## src/rtl/rotl_seq_pkg.sv

```systemverilog
// Shared types and helpers for the rotate-left sequencer.
// State encoding plus the per-cycle step limiter.
package rotl_seq_pkg;

    typedef enum logic [1:0] {
        IDLE,
        BUSY,
        DONE
    } rotl_seq_state_t;

    // Rotation applied this cycle: remaining amount capped at the step limit.
    function automatic int unsigned rotl_seq_min_step(
        input int unsigned rem,
        input int unsigned max_step
    );
        return (rem < max_step) ? rem : max_step;
    endfunction

endpackage

```

## src/rtl/rotate_left_operator.sv

```systemverilog
// Combinational rotate-left datapath.
// Two equivalent forms: double-width shift and per-bit index wrap.
module rotate_left_operator #(
    parameter int SIZE       = 16,
    parameter int SHAMT_SIZE = 4
) (
    input  logic [SIZE-1:0]       data_i,
    input  logic [SHAMT_SIZE-1:0] shamt_i,
    output logic [SIZE-1:0]       result_by_shift_o,
    output logic [SIZE-1:0]       result_by_borders_o
);

    logic [2*SIZE-1:0] dbl;

    // Bits shifted out of the top half wrap in from the lower copy.
    assign dbl = {data_i, data_i} << shamt_i;
    assign result_by_shift_o = dbl[2*SIZE-1:SIZE];

    // Each output bit pulls from its source index, wrapping modulo SIZE.
    always_comb begin
        result_by_borders_o = '0;
        for (int i = 0; i < SIZE; i++) begin
            result_by_borders_o[i] =
                data_i[SHAMT_SIZE'(i) - shamt_i];
        end
    end

endmodule

```

## src/rtl/rotate_left_sequencer.sv

```systemverilog
// Multi-cycle rotate-left controller.
// Reduces the amount mod SIZE and rotates in capped chunks per cycle.
module rotate_left_sequencer
    import rotl_seq_pkg::*;
#(
    parameter int SIZE   = 16,
    parameter int AMT_W  = 8,
    parameter int STEP_W = 2
) (
    input  logic                     clk,
    input  logic                     reset,
    input  logic                     req_valid_i,
    output logic                     req_ready_o,
    input  logic [SIZE-1:0]          req_data_i,
    input  logic [AMT_W-1:0]         req_amt_i,
    output logic                     rsp_valid_o,
    input  logic                     rsp_ready_i,
    output logic [SIZE-1:0]          rsp_data_o,
    output logic [$clog2(SIZE):0]    rsp_cycles_o,
    output logic                     busy_o
);

    localparam int LOG = $clog2(SIZE);
    localparam int CW  = LOG + 1;
    localparam int unsigned MAX_STEP = (2 ** STEP_W) - 1;

    rotl_seq_state_t state_q;

    logic [SIZE-1:0] data_q;
    logic [LOG-1:0]  rem_q;
    logic [CW-1:0]   cyc_q;
    logic            req_ready_q;
    logic            rsp_valid_q;
    logic            busy_q;

    logic [LOG-1:0]  amt_red;
    logic [LOG-1:0]  step;
    logic [SIZE-1:0] rot_data;
    logic [SIZE-1:0] unused_borders;
    logic            unused_amt_hi;

    // Only the low bits of the amount matter after mod-SIZE reduction.
    assign amt_red       = req_amt_i[LOG-1:0];
    assign unused_amt_hi = ^req_amt_i[AMT_W-1:LOG];

    // Chunk applied in the current BUSY cycle.
    assign step = LOG'(rotl_seq_min_step(32'(rem_q), MAX_STEP));

    rotate_left_operator #(
        .SIZE       (SIZE),
        .SHAMT_SIZE (LOG)
    ) u_rotl (
        .data_i              (data_q),
        .shamt_i             (step),
        .result_by_shift_o   (rot_data),
        .result_by_borders_o (unused_borders)
    );

    // Control FSM with all handshake outputs registered.
    always_ff @(posedge clk) begin
        if (reset) begin
            state_q     <= IDLE;
            data_q      <= '0;
            rem_q       <= '0;
            cyc_q       <= '0;
            req_ready_q <= 1'b1;
            rsp_valid_q <= 1'b0;
            busy_q      <= 1'b0;
        end else begin
            unique case (state_q)
                IDLE: begin
                    if (req_valid_i) begin
                        data_q      <= req_data_i;
                        rem_q       <= amt_red;
                        cyc_q       <= '0;
                        req_ready_q <= 1'b0;
                        if (amt_red != '0) begin
                            state_q <= BUSY;
                            busy_q  <= 1'b1;
                        end else begin
                            state_q     <= DONE;
                            rsp_valid_q <= 1'b1;
                        end
                    end
                end
                BUSY: begin
                    data_q <= rot_data;
                    rem_q  <= rem_q - step;
                    cyc_q  <= cyc_q + CW'(1);
                    if (rem_q == step) begin
                        state_q     <= DONE;
                        busy_q      <= 1'b0;
                        rsp_valid_q <= 1'b1;
                    end
                end
                DONE: begin
                    if (rsp_ready_i) begin
                        state_q     <= IDLE;
                        rsp_valid_q <= 1'b0;
                        req_ready_q <= 1'b1;
                    end
                end
                default: begin
                    state_q     <= IDLE;
                    req_ready_q <= 1'b1;
                    rsp_valid_q <= 1'b0;
                    busy_q      <= 1'b0;
                end
            endcase
        end
    end

    assign req_ready_o  = req_ready_q;
    assign rsp_valid_o  = rsp_valid_q;
    assign busy_o       = busy_q;
    assign rsp_data_o   = data_q;
    assign rsp_cycles_o = cyc_q;

endmodule

```

## config.mk

```make
export PLATFORM = sky130hd
export DESIGN_NAME = rotate_left_sequencer
export DESIGN_NICKNAME = d
export VERILOG_FILES = /design/src/rtl/rotl_seq_pkg.sv /design/src/rtl/rotate_left_operator.sv /design/src/rtl/rotate_left_sequencer.sv
export SDC_FILE = /design/constraint.sdc
export NUM_CORES = 1
export LEC_CHECK = 0
export ABC_CLOCK_PERIOD_IN_PS = 4160
export CORE_MARGIN = 4
export CORE_UTILIZATION = 37
export DETAILED_ROUTE_END_ITERATION = 10
export GPL_TIMING_DRIVEN = 0
export HOLD_SLACK_MARGIN = 0.08
export SLEW_MARGIN = 20
export SYNTH_ARGS = -nofsm -noshare
export SYNTH_HDL_FRONTEND = slang
export SYNTH_HIERARCHICAL = 1
export SYNTH_SLANG_ARGS = --single-unit
```

## constraint.sdc

```tcl
create_clock -name clk -period 4.16 [get_ports clk]
set_input_delay 0.624 -clock clk [delete_from_list [all_inputs] [get_ports clk]]
set_output_delay 0.624 -clock clk [all_outputs]
set_load 0.05 [all_outputs]
```

Yosys cells after proc, flatten, opt, wreduce, memory -nomap -nowiden

Cells that the tools add are included.

Magnitude comparators: 1
Reductions and logical operators: 8
Shift operators: 1
Bitwise gates (word level): 2
Add/subtract/negate cells: 2
Equality and inequality tests: 8
Mux-type cells: 24

Operators by type and width:

| kind                | count |
|---|---|
| $pmux 16 s2         | 1 |
| $shl 32x4->32       | 1 |
| $mux 16             | 1 |
| $ne 2x2->1 const B  | 5 |
| $pmux 5 s2          | 1 |
| $mux 1              | 9 |
| $pmux 1 s3          | 3 |
| $mux 2              | 4 |
| $mux 4              | 2 |
| $pmux 4 s2          | 1 |
| $reduce_and 4->1    | 2 |
| $pmux 2 s3          | 1 |
| $reduce_and 3->1    | 2 |
| $add 5x1->5 const B | 1 |
| $mux 5              | 1 |
| $eq 4x4->1          | 1 |
| $lt 4x2->1 const B  | 1 |
| $reduce_bool 4->1   | 1 |
| $sub 4x4->4         | 1 |
| $eq 2x1->1 const B  | 1 |
| $eq 2x2->1 const B  | 1 |
| $logic_not 2->1     | 1 |
| $not 1->1           | 2 |
| $reduce_and 2->1    | 1 |
| $reduce_bool 2->1   | 1 |

Word-level logic and storage cells: 53
Output and inout bits: 24
Register bits: 30
Input port bits: 28

Logic depth before layout (Yosys ltp)

Depth after elaboration: 5
Mapped depth: 10
Mapped depth without buffers: 6

By module

The synthesis kept the hierarchy.

By module, submodules not included:

| module                | area each (µm²) | times used | sequential area each (µm²) | cells an instance |
|---|---|---|---|---|
| rotate_left_operator  | 1592.8          | 1          | 0.0                        | 132 |
| rotate_left_sequencer | 1453.9          | 1          | 600.6                      | 176 |

Worst setup path after synthesis

No wires, ideal clock.

Path kind: register to register
Start: register rem_q[3]
End: register data_q[7] (netlist: rsp_data_o[7])
Slack: 2013 ps
Library setup time: 86 ps
Arrival: 2062 ps
Stages on the path, launching flop included: 11
Period minus slack after synthesis: 2147 ps
Required time: 4074 ps
Path buffers: 5
Cells stage by stage: dfxtp_1 -> or3_1 -> buf_6 -> buf_8 -> inv_1 -> buf_2 -> buf_2 -> mux2i_1 -> buf_4 -> nand2_1 -> a211oi_1

Cells in the longest elaborated chain, start to end: 4

Ends and longest elaborated chain:

| item                   | RTL line                    | RTL |
|---|---|---|
| from (decl)            | rotate_left_sequencer.sv:30 | `logic [LOG-1:0] rem_q;` |
| from (signal assigned) | rotate_left_sequencer.sv:74 | `rem_q <= amt_red;` |
| from (signal assigned) | rotate_left_sequencer.sv:88 | `rem_q <= rem_q - step;` |
| $lt 4x2->1             | rotl_seq_pkg.sv:16          | `return (rem < max_step) ? rem : max_step;` |
| $mux 4                 | rotl_seq_pkg.sv:16          |  |
| via step[0]            | rotate_left_sequencer.sv:37 | `logic [LOG-1:0] step;` |
| $shl 32x4->32          | rotate_left_operator.sv:16  | `assign dbl = {data_i, data_i} << shamt_i;` |
| via rot_data[7]        | rotate_left_sequencer.sv:38 | `logic [SIZE-1:0] rot_data;` |
| $pmux 16 s2            | rotate_left_sequencer.sv:70 | `unique case (state_q)` |
| to (signal assigned)   | rotate_left_sequencer.sv:73 | `data_q <= req_data_i;` |
| to (signal assigned)   | rotate_left_sequencer.sv:87 | `data_q <= rot_data;` |
| to (decl)              | rotate_left_sequencer.sv:29 | `logic [SIZE-1:0] data_q;` |

The timed path passes the listed nets, and every way through them passes these cells.
A chain may end at the register's enable or synchronous reset.

Worst setup path after layout

Start: register data_q[2] (netlist: rsp_data_o[2])
End: output rsp_data_o[2]

RTL lines:

| item      | RTL line                    | RTL |
|---|---|---|
| to (decl) | rotate_left_sequencer.sv:18 | `output logic [SIZE-1:0] rsp_data_o,` |

No word-level cell between the ends.

==> results.md <==
- Peak VDD IR: 0.000169 V
- Antenna Nets Post-Route: 0
- Nets: 339
- # hold bufs at CTS: 0
- Largest stage delay on the critical path: 0.84 ns
- Worst-path clk slew: 0.07 ns
- Clock Skew: roughly 0.0033 ns
- Layout cell share with drive strength beyond 1: 0.139
- Setup TNS Final: 0 ns
- GR Util All Layers: 0.174
- Setup violators final: 0
- Multi-input gate area: 1430 um^2
- Placement Setup Slack: 2.02 ns
- Synth Cell Area: 2220 um^2
- Final Hold Fails: 0
- FF-to-FF setup slack: around 2 ns
- Die W: 85.5 um
- Die area: 7320 um^2
- DRT iter0 DRCs: 149
- PnR worst setup slack: roughly 2.0 ns
- Clk sinks: 30
- Synthesized area per cell: 8.76 um^2
- Min Tclk post-route: 2.18 ns
- GRT overflow: 0
- Top-level I/O count: 52
- Arrival time at the worst endpoint: about 1.6 ns
- Worst-Skew Late Latency: approximately 0.28 ns
- Die Ht: about 86 um
- Root buf cell: clkbuf_8
- Starting Density: 0.392
- First-pass GRT wire length: 10,100 um
- Tcrit/Tclk final: 0.525
- Hold Path Class: reg2reg
- Max-Cap Viols: 0
- Seq. cell area: roughly 600 um^2
- Area Growth Syn to Fin: 29.5%
- Fmax: 458 MHz
- Routed wire length per instance: ~16 um
- CP delay by family, top: buffers and inverters
- Port bufs: between 40 and 50
- Via count: just over 2,000
- Max Buffers Root-to-Sink: 2
- Total CTS buffers: 5
- Cell Pwr Density: slightly below 400 nW/um^2
- Slew HR: 0.642
- Final Max Slew Viols: 0
- Cells along the critical path: clkdlybuf4s50_1
- Mapped Cells: 254
- CP Launch Type: register
- Number of fill cells in the layout: between 500 and 600
- Vias in the first global route: 1,976
- Resize count post-CTS: 0
- Initial antenna violation count: 0
- Unrepaired setup endpoints after global routing: no
- # Post-CTS Setup Buffers: 0
- TritonRoute pass-1 iters: 4
- Diode count: 0
- Routed WL: 6230 um
- Detailed placement HPWL: 4830 um
- Num rows: 27
- Leakage: 1.20 nW
- Critical Path Fanout Max: 4
- Worst Path Buf+Inv: 1
- Setup CP Type: reg2out
- Critical path's slowest cell: clkdlybuf4s50_1
- Slew @ Worst Pin: between 0.5 and 0.6 ns
- CTS tree: yes
- Data required time of the worst path: between 3 and 4 ns
- Largest net degree at the start of global routing: 11
- Via density: 5.35
- Routability cong.: 0.988
- Core ar.: about 5700 um^2
- Yosys warning total: 6
- DRC: 0
- Status: complete, no violations
- H-Tree Depth: 2
- Crit end category: output port
-- layout make-up --
type,count,area share
buffer,27,0.0604
clock buffer,7,0.0300
clock inverter,1,0.00174
inverter,6,0.00782
multi-input combinational,192,0.497
sequential,30,0.209
tap,72,0.0313
timing repair buffer,47,0.163
-- placed cells by master (no fill, tap or decap), drive strengths merged, types with 2 or more instances in the layout --
cell and n:
a21oi 18, nor2 24, nor2b 3, o21ai 4
ha 2, nand3 4, nand2 22, nor3b 3
a311oi 2, inv 6, mux4 4, or3 4
nor3 4, a31oi 2, clkdlybuf4s50 47, or2 2
dfxtp 30, clkbuf 10, conb 2, a211oi 18
mux2i 58, buf 24, o21bai 3
-- state kept, by name, summed over array words and instances, names as in the netlist --
signal	count
busy_o	1
rem_q	4
req_ready_o	1
rsp_cycles_o	5
rsp_data_o	16
rsp_valid_o	1
state_q	2
-- final timing paths --
check | start | to | depth (start not counted)
hold / removal | rsp_valid_o$_SDFFE_PP0P_ | rsp_valid_o$_SDFFE_PP0P_ | 2
setup reg to reg | rem_q[3]$_SDFFE_PP0P_ | rsp_data_o[7]$_SDFFE_PP0P_ | 9
hold reg to reg | rsp_valid_o$_SDFFE_PP0P_ | rsp_valid_o$_SDFFE_PP0P_ | 2
setup / recovery | rsp_data_o[2]$_SDFFE_PP0P_ | rsp_data_o[2] | 1
-- per-layer routing --
layer,up-vias,wire (um),share of wire,GRT usage
met4,0,68,0.011,0.0518
met5,-,0,0,0
li1,1030,-,-,-
met2,51,2700,0.43,0.265
met1,957,3160,0.51,0.244
met3,5,296,0.047,0.0423
-- metrics by stage --
step	instances	hold slack, ns	util	instance area, um^2	power (mW)
6_report	382	0.494	0.507	2880	1.12
5_1_grt	382	0.521	0.507	2880	1.19
4_1_cts	382	0.499	0.507	2880	1.12
3_5_place_dp	374	0.489	0.491	2790	0.869
3_3_place_gp	374	0.481	0.491	2790	0.868
2_1_floorplan	255	0.493	-	2230	0.729
-- report_power, final --
part / leakage (nW) / switching [mW] / internal, mW
registers: 0.248 / 0.0363 / 0.318
clock network: 0.0482 / 0.117 / 0.133
logic: 0.906 / 0.289 / 0.224
Note: power is estimated with default switching activity, not from simulation.
